### src/rtl/bcd_pkg.sv
// Shared BCD constants, digit type and converter FSM states, used by the
// BCD-to-binary converter and the binary-to-BCD score path.
package bcd_pkg;

    localparam int DIGIT_W    = 4;
    localparam int NUM_DIGITS = 4;
    localparam int BIN_W      = 14;
    localparam int ITERS      = 14;
    localparam int BCD_W      = DIGIT_W * NUM_DIGITS;
    localparam int CNT_W      = 4;

    typedef logic [DIGIT_W-1:0] bcd_digit_t;

    typedef enum logic [1:0] {
        ST_IDLE = 2'd0,
        ST_CONV = 2'd1,
        ST_DONE = 2'd2
    } state_t;

    function automatic logic digit_invalid(input bcd_digit_t x);
        return (x > 4'd9);
    endfunction

endpackage

### src/rtl/bcd_digit_adj.sv
// Per-digit correction for right-shifting BCD-to-binary conversion:
// a digit that reads 8 or more after the shift has 3 subtracted.
module bcd_digit_adj
    import bcd_pkg::*;
(
    input  bcd_digit_t din,
    output bcd_digit_t dout
);

    always_comb begin
        dout = din;
        if (din >= 4'd8) begin
            dout = din - 4'd3;
        end
    end

endmodule

### src/rtl/bcd_to_bin.sv
// Four-digit BCD to 14-bit binary converter (shift-and-subtract-3, one bit per cycle).
// Define BCD_TO_BIN_ERR_CHECK_EN to flag digits above 9 and return err=1 after one cycle.
module bcd_to_bin
    import bcd_pkg::*;
(
    input  logic             clk,
    input  logic             rst_n,
    input  logic             in_valid,
    output logic             in_ready,
    input  logic [3:0]       a,
    input  logic [3:0]       b,
    input  logic [3:0]       c,
    input  logic [3:0]       d,
    output logic             out_valid,
    input  logic             out_ready,
    output logic [BIN_W-1:0] bnum,
    output logic             err
);

    state_t            state_q, state_d;
    logic [BCD_W-1:0]  bcd_q, bcd_d;
    logic [BIN_W-1:0]  bin_q, bin_d;
    logic [CNT_W-1:0]  cnt_q, cnt_d;
    logic [BIN_W-1:0]  bnum_q, bnum_d;
    logic              out_valid_q, out_valid_d;
    logic              accept;
    logic              bad_in;

    logic [BCD_W-1:0]  bcd_sh;
    logic [BIN_W-1:0]  bin_sh;
    logic [BCD_W-1:0]  bcd_adj;

`ifdef BCD_TO_BIN_ERR_CHECK_EN
    logic err_q, err_d;
    assign bad_in = digit_invalid(a) | digit_invalid(b) | digit_invalid(c) | digit_invalid(d);
`else
    assign bad_in = 1'b0;
`endif

    assign accept = in_valid && in_ready;

    // The BCD LSB falls into the binary MSB on each shift.
    assign {bcd_sh, bin_sh} = {1'b0, bcd_q, bin_q[BIN_W-1:1]};

    genvar gi;
    generate
        for (gi = 0; gi < NUM_DIGITS; gi++) begin : g_adj
            bcd_digit_adj u_adj (
                .din  (bcd_sh[gi*DIGIT_W +: DIGIT_W]),
                .dout (bcd_adj[gi*DIGIT_W +: DIGIT_W])
            );
        end
    endgenerate

    always_ff @(posedge clk or negedge rst_n) begin
        if (!rst_n) begin
            state_q     <= ST_IDLE;
            bcd_q       <= '0;
            bin_q       <= '0;
            cnt_q       <= '0;
            bnum_q      <= '0;
            out_valid_q <= 1'b0;
`ifdef BCD_TO_BIN_ERR_CHECK_EN
            err_q       <= 1'b0;
`endif
        end else begin
            state_q     <= state_d;
            bcd_q       <= bcd_d;
            bin_q       <= bin_d;
            cnt_q       <= cnt_d;
            bnum_q      <= bnum_d;
            out_valid_q <= out_valid_d;
`ifdef BCD_TO_BIN_ERR_CHECK_EN
            err_q       <= err_d;
`endif
        end
    end

    always_comb begin
        state_d = state_q;
        case (state_q)
            ST_IDLE: begin
                if (accept) begin
                    state_d = bad_in ? ST_DONE : ST_CONV;
                end
            end
            ST_CONV: begin
                if (cnt_q == '0) begin
                    state_d = ST_DONE;
                end
            end
            ST_DONE: begin
                if (out_valid_q && out_ready) begin
                    state_d = ST_IDLE;
                end
            end
            default: state_d = ST_IDLE;
        endcase
    end

    always_comb begin
        bcd_d       = bcd_q;
        bin_d       = bin_q;
        cnt_d       = cnt_q;
        bnum_d      = bnum_q;
        out_valid_d = out_valid_q;
`ifdef BCD_TO_BIN_ERR_CHECK_EN
        err_d       = err_q;
`endif
        case (state_q)
            ST_IDLE: begin
                if (accept) begin
                    bcd_d = {a, b, c, d};
                    bin_d = '0;
                    cnt_d = CNT_W'(ITERS - 1);
`ifdef BCD_TO_BIN_ERR_CHECK_EN
                    err_d = 1'b0;
`endif
                end
            end
            ST_CONV: begin
                bcd_d = bcd_adj;
                bin_d = bin_sh;
                if (cnt_q == '0) begin
                    bnum_d      = bin_sh;
                    out_valid_d = 1'b1;
                end else begin
                    cnt_d = cnt_q - 1'b1;
                end
            end
            ST_DONE: begin
                // Entering DONE without a result only happens on the bad-digit path.
                if (!out_valid_q) begin
                    bnum_d      = '0;
                    out_valid_d = 1'b1;
`ifdef BCD_TO_BIN_ERR_CHECK_EN
                    err_d       = 1'b1;
`endif
                end else if (out_ready) begin
                    out_valid_d = 1'b0;
                end
            end
            default: ;
        endcase
    end

    always_comb begin
        in_ready  = (state_q == ST_IDLE);
        out_valid = out_valid_q;
        bnum      = bnum_q;
`ifdef BCD_TO_BIN_ERR_CHECK_EN
        err       = err_q;
`else
        err       = 1'b0;
`endif
    end

endmodule

### config.mk
export PLATFORM = sky130hd
export DESIGN_NAME = bcd_to_bin
export DESIGN_NICKNAME = d
export VERILOG_FILES = /design/src/rtl/bcd_pkg.sv /design/src/rtl/bcd_digit_adj.sv /design/src/rtl/bcd_to_bin.sv
export SDC_FILE = /design/constraint.sdc
export NUM_CORES = 1
export LEC_CHECK = 0
export CAP_MARGIN = 40
export CORE_MARGIN = 3
export CORE_UTILIZATION = 27
export DETAILED_ROUTE_END_ITERATION = 12
export GPL_TIMING_DRIVEN = 0
export PLACE_DENSITY_LB_ADDON = 0.12
export SLEW_MARGIN = 20
export SYNTH_ARGS = -nofsm -noshare
export SYNTH_HDL_FRONTEND = slang
export SYNTH_SLANG_ARGS = --single-unit
### constraint.sdc
create_clock -name clk -period 1.4 [get_ports clk]
set_input_delay 0.14 -clock clk [delete_from_list [all_inputs] [get_ports clk]]
set_output_delay 0.14 -clock clk [all_outputs]
set_load 0.1 [all_outputs]
# Yosys cells after proc, flatten, opt, wreduce, memory -nomap -nowiden
# Cells that the tools add are included.
# W data, S select, Z words.
dict set report classes {
  eq_ne 7
  magnitude_cmp 4
  n_reduce_logical 11
  n_mux 22
  add_sub_neg 5
}
# cell n
set ops {}
lappend ops {{$pmux W14 S2} 2}
lappend ops {{$mux W14} 3}
lappend ops {{$pmux W16 S2} 1}
lappend ops {{$mux W4} 6}
lappend ops {{$mux W16} 1}
lappend ops {{$ge A4 B4 Y1 const B} 3}
lappend ops {{$sub A4 B2 Y4 const B} 3}
lappend ops {{$reduce_and A3 Y1} 3}
lappend ops {{$ne A2 B2 Y1 const B} 4}
lappend ops {{$pmux W4 S2} 1}
lappend ops {{$mux W2} 3}
lappend ops {{$pmux W2 S3} 1}
lappend ops {{$ge A3 B4 Y1 const B} 1}
lappend ops {{$logic_not A4 Y1} 1}
lappend ops {{$reduce_and A2 Y1} 2}
lappend ops {{$reduce_bool A2 Y1} 2}
lappend ops {{$sub A3 B2 Y4 const B} 1}
lappend ops {{$sub A4 B1 Y4 const B} 1}
lappend ops {{$mux W1} 3}
lappend ops {{$eq A2 B1 Y1 const B} 1}
lappend ops {{$eq A2 B2 Y1 const B} 1}
lappend ops {{$logic_and A1 B1 Y1} 2}
lappend ops {{$logic_not A2 Y1} 1}
lappend ops {{$ne A2 B1 Y1 const B} 1}
lappend ops {{$pmux W1 S2} 1}
dict set report word_totals {
  word_cells 55
  ff_bits 51
  in_bits 20
}

# Depth between registers and ports, before layout
dict set report depth {
  ltp_word 4
  depth_mapped 6
  ltp_nobuf 5
}

# By module
# From an unflattened synthesis, not the netlist that was laid out.
dict set report hier_totals {
  cells_unflattened 249
  hier_area_um2 2497.4
}
# mod seq_area_each_um2 instances area_per_inst_um2 cells_each
set by_module_without_submodules {}
lappend by_module_without_submodules {bcd_to_bin 1251.2 1 2192.1 205}
lappend by_module_without_submodules {bcd_digit_adj 0.0 4 76.3 11}

# Worst setup path after synthesis
# Ideal clock, no wire load.
dict set report synth_timing {
  path_type {reg-to-reg}
  start {register state_q[1]}
  end {register bcd_q[2]}
  period_less_slack_ns 2.358
  setup_ns 0.090
  t_required_ns 1.310
  setup_slack_ns -0.958
  arrival_time_ns 2.268
  stages_incl_launch_ff 6
  path_cell_list {dfrtp_1 buf_6 buf_2 nor2_1 a31oi_1 o221ai_1}
}
dict set report synth_via {
  elab_chain_cells 4
  word_cells_on_any_way 7
}
# element line_no
set synth_lines {}
lappend synth_lines {{start: declaration} bcd_to_bin.sv:20} ;# state_t state_q, state_d;
lappend synth_lines {{start signal: assignment} bcd_to_bin.sv:67} ;# state_q <= state_d;
lappend synth_lines {{$logic_not A2 Y1 (*)} bcd_to_bin.sv:148} ;# in_ready = (state_q == ST_IDLE);
lappend synth_lines {{named net in_ready} bcd_to_bin.sv:9} ;# output logic in_ready,
lappend synth_lines {{$logic_and A1 B1 Y1} bcd_to_bin.sv:40} ;# assign accept = in_valid && in_ready;
lappend synth_lines {{$ne A2 B1 Y1 (no source line)} -}
lappend synth_lines {{$reduce_and A2 Y1 (no source line)} -}
lappend synth_lines {{end signal: assignment} bcd_to_bin.sv:58} ;# bcd_q <= '0;
lappend synth_lines {{end signal: assignment} bcd_to_bin.sv:68} ;# bcd_q <= bcd_d;
lappend synth_lines {{end: declaration} bcd_to_bin.sv:21} ;# logic [BCD_W-1:0] bcd_q, bcd_d;
# Mark *: on every way through the listed nets, which the timed path passes. The rest lies on a longest branch.
# A chain may end at the register's enable or synchronous reset.

# Worst setup path after layout
dict set report layout_timing {
  start {register state_q[1]}
  end {register cnt_q[1]}
}
dict set report layout_via {
  elab_chain_cells 4
  word_cells_on_any_way 8
}
# element line_no
set layout_lines {}
lappend layout_lines {{$logic_not A2 Y1} {bcd_to_bin.sv:110, bcd_to_bin.sv:148}}
lappend layout_lines {{$logic_and A1 B1 Y1} bcd_to_bin.sv:40}
lappend layout_lines {{$ne A2 B1 Y1 (no source line)} -}
lappend layout_lines {{$reduce_and A3 Y1 (no source line)} -}
lappend layout_lines {{end signal: assignment} bcd_to_bin.sv:70} ;# cnt_q <= cnt_d;
lappend layout_lines {{end: declaration} bcd_to_bin.sv:23} ;# logic [CNT_W-1:0] cnt_q, cnt_d;
# Several ways; a longest one is shown, not always the timed one.

==> flow_metrics.env <==
export IMPL_io_pins=37
export IMPL_die_height_um=103
export IMPL_final_layout_size_suffix_gt1_share_pct=36.4
export IMPL_max_cap_violations=0
export IMPL_clk_pin_slew_ns=0.09
export IMPL_synthesis_nets=272
export IMPL_clock_latency_ns=0.31
export IMPL_switching_share_pct=44.7
export IMPL_status="finished with violations"
export IMPL_fin_ws_ns=-0.0674
export IMPL_dr_pass1_iters=4
export IMPL_layout_min_cycle_time_ns=1.47
export IMPL_die_width_um=103
export IMPL_first_global_vias=1981
export IMPL_post_route_non_filler_standard_cell_count=424
export IMPL_number_of_placed_instances_taps_included=403
export IMPL_grt_overflow_total=0
export IMPL_fin_crit_sh_pct=105
export IMPL_final_antenna_net_count=0
export IMPL_clock_skew_ns=0.00345
export IMPL_diodes=0
export IMPL_dp_hpwl_um=4350
export IMPL_post_dp_cell_area_mm2=0.00328
export IMPL_core_area_mm2=0.00893
export IMPL_power_frac_seq_pct=29.1
export IMPL_critPathCaptureType="flop"
export IMPL_final_max_slew_viol_count=0
export IMPL_fin_nets=342
export IMPL_place_congestion=0.731
export IMPL_drt_vias_per_instance=4.85
export IMPL_portion_of_total_power_attributed_to_the_clock_network_pct=11.2
export IMPL_setup_worst_path_class="reg2reg"
export IMPL_tightest_slew_ns=0.685
export IMPL_tritoncts_num_sinks=50
export IMPL_route_detailed_wl_per_inst_um=15.7
export IMPL_max_slew_margin_rel_pct=54.3
export IMPL_yosys_most_used_dff="dfrtp_1"
export IMPL_max_clk_rate_mhz=681
export IMPL_cp_data_required_time_ns=1.59
export IMPL_drt_total_wl_um=6660
export IMPL_worst_ir_drop_vdd_mv=1.17
export IMPL_timing_hold_worst_class="in2reg"
export IMPL_net_switching_power_mw=4.20
export IMPL_netlist_cell_type_count=48
export IMPL_cts_buffers_inserted=5
export IMPL_finalPower_mw=9.39
export IMPL_timing_final_hold_violations=0
export IMPL_worst_endpoint_arrival_ns=1.66
export IMPL_htree_num_levels=2
export IMPL_synth_sequential_area_ratio_pct=49.1
export IMPL_netlist_area_mm2=0.00255
export IMPL_post_synth_inst_count=245
export IMPL_drc_errors=0
export IMPL_placement_rows=34
export IMPL_setup_violations_final=13
export IMPL_grt_start_max_net_pins=51
export IMPL_setup_worst_path_start_class="flop"
export IMPL_cell_internal_pwr_mw=5.19
export IMPL_yosys_warnings=0
export IMPL_synthToLayoutAreaGrowth_pct=47.1
export IMPL_start_util_pct=28.5
export IMPL_antenna_violations_before_repair=0
export IMPL_detail_route_iter0_violations=63
export IMPL_buffer_type_at_the_clock_tree_root="clkbuf_8"
export IMPL_grt_first_pass_wirelength_um=10600
export IMPL_power_per_cell_area_mw_per_mm2=2500
export IMPL_yosys_register_bits=50
export IMPL_overall_global_routing_resource_usage_pct=13.1
export IMPL_cts_root_to_sink_buffers=2
export IMPL_ys_async_sr_fraction_pct=100
export IMPL_synth_edf_count=0
export IMPL_syn_avg_cell_area_um2=10.4
export IMPL_power_frac_comb_pct=59.7
export IMPL_port_buffers=34
export IMPL_violations="setup timing"
export IMPL_final_cell_area_mm2=0.00375
export IMPL_tritoncts="built"
export IMPL_critical_path_peak_fanout=9
export IMPL_unrepaired_setup_endpoints_after_global_routing="true"
export IMPL_leakage_nw=1.66
export IMPL_num_vias=2057
export IMPL_die_area_mm2=0.0106
[Yosys cell counts (4+ instances only)]
master / count / area (um^2)
nor2b_1: 7 / 43.8
nand3_1: 17 / 85.1
dfrtp_1: 50 / 1250
o22ai_1: 11 / 68.8
inv_1: 9 / 33.8
nand2_2: 10 / 62.6
nor2_1: 4 / 15.0
ha_1: 7 / 87.6
a21oi_1: 12 / 60.1
buf_2: 11 / 55.1
o21ai_2: 10 / 87.6
mux2i_1: 4 / 40.0
o21ai_0: 12 / 60.1
nand2b_1: 4 / 25.0
a22o_1: 13 / 114
nand2_1: 12 / 45.0
[state kept, by name, summed over array words and instances (netlist names)]
signal / cells
bcd_q: 16
bnum: 14
bin_q: 13
cnt_q: 4
state_q: 2
out_valid: 1
[power by group through the flow]
stage	sequential [mW]	combinational [mW]	clock (mW)
floorplan	3.82	2.10	0
global placement	2.71	4.23	0
detailed placement	2.71	4.84	0
CTS	2.74	5.26	1.09
global route	2.85	6.02	1.13
finish	2.74	5.60	1.05
[layout by cell type, fill, tap and decap left out, types with 2 or more instances in the layout]
| cell type | count |
|---|---|
| ha_1 | 6 |
| nor2b_1 | 7 |
| o21ai_0 | 7 |
| o21ai_2 | 13 |
| buf_4 | 21 |
| o21ai_1 | 3 |
| nand2b_1 | 3 |
| buf_2 | 6 |
| dlygate4sd2_1 | 6 |
| a22oi_2 | 2 |
| clkdlybuf4s50_1 | 17 |
| xnor2_1 | 3 |
| nand2_2 | 11 |
| a21oi_1 | 11 |
| inv_2 | 3 |
| buf_6 | 8 |
| clkbuf_8 | 5 |
| dfrtp_1 | 46 |
| o22a_1 | 3 |
| mux2_2 | 2 |
| nand3_1 | 14 |
| o22ai_1 | 11 |
| a22o_1 | 13 |
| dfrtp_2 | 3 |
| nor4bb_1 | 2 |
| inv_1 | 7 |
| nor2_1 | 3 |
| xor2_1 | 3 |
| clkinv_2 | 2 |
| nand3_2 | 3 |
| nor3_1 | 3 |
| buf_12 | 19 |
| a2bb2oi_1 | 2 |
| nand2_1 | 11 |
| mux2i_1 | 4 |
[layout make-up]
class / instances / area [um^2]
Buffer: 18 / 173
Clock buffer: 5 / 68.8
Clock inverter: 3 / 40.0
Fill cell: 865 / 5180
Inverter: 11 / 41.3
Multi-Input combinational cell: 164 / 1250
Sequential cell: 50 / 1260
Tap cell: 108 / 135
Timing Repair Buffer: 65 / 782
[worst max-delay path, stage by stage (launching register included)]
cell,delay (ns)
dfrtp_1,0.41
buf_6,0.14
buf_4,0.13
o21bai_4,0.24
buf_6,0.16
a22oi_2,0.18
o41ai_2,0.09
[path summary, 6_finish.rpt]
check                           start   endpoint  slack (ns)  cells past startpoint
max                        state_q[1]   cnt_q[1]       -0.07                      6
min                          in_valid  bcd_q[15]        0.34                      4
max reg2reg                state_q[1]   cnt_q[1]       -0.07                      6
min reg2reg                 bcd_q[13]  bcd_q[13]        0.50                      2
max in group asynchronous       rst_n   bcd_q[5]        0.51                      2
min in group asynchronous       rst_n  out_valid        0.39                      2
[repair_timing]
action / 4_1_cts / 5_1_grt
gates resized for setup: 61 / 35
hold endpoints to repair: 50 / 0
setup endpoints to repair: 56 / 45
hold buffers: 1 / 0
gates cloned: 1 / 3
buffers inserted: 8 / 11
pin swaps: 18 / 5
[metal layers]
metal / share of wire [%] / vias to the layer above / wire length [um] / global-route usage (%)
li1: - / 1016 / - / -
met1: 48 / 1006 / 3200 / 18.8
met2: 48 / 26 / 3180 / 19.9
met3: 2.4 / 9 / 162 / 2.08
met4: 1.6 / 0 / 109 / 4.78
met5: 0 / - / 0 / 0
[metrics by stage]
| step | utilization (%) | TNS [ns] | hold slack (ns) | setup WS [ns] |
|---|---|---|---|---|
| after global placement | 34.1 | -83.26 | 0.471 | -1.84 |
| final | 42.0 | -0.301 | 0.344 | -0.0674 |
| after floorplan | - | -1.20 | -0.156 | -0.111 |
| after global routing | 42.0 | -1.69 | 0.415 | -0.111 |
| after detailed placement | 36.7 | -4.93 | 0.230 | -0.322 |
| after CTS | 40.1 | -0.311 | 0.307 | -0.132 |
[cell families after synthesis]
family / share of synthesized area, %
adders and majority gates: 3.43
and+or+nand+nor: 14.7
AOI/OAI and AO/OA: 22.0
xor gates and xnor gates: 2.06
buffers and inverters: 6.13
other: 0.147
DFF: 49.1
muxes: 2.45
(Power assumes the default switching activity.)
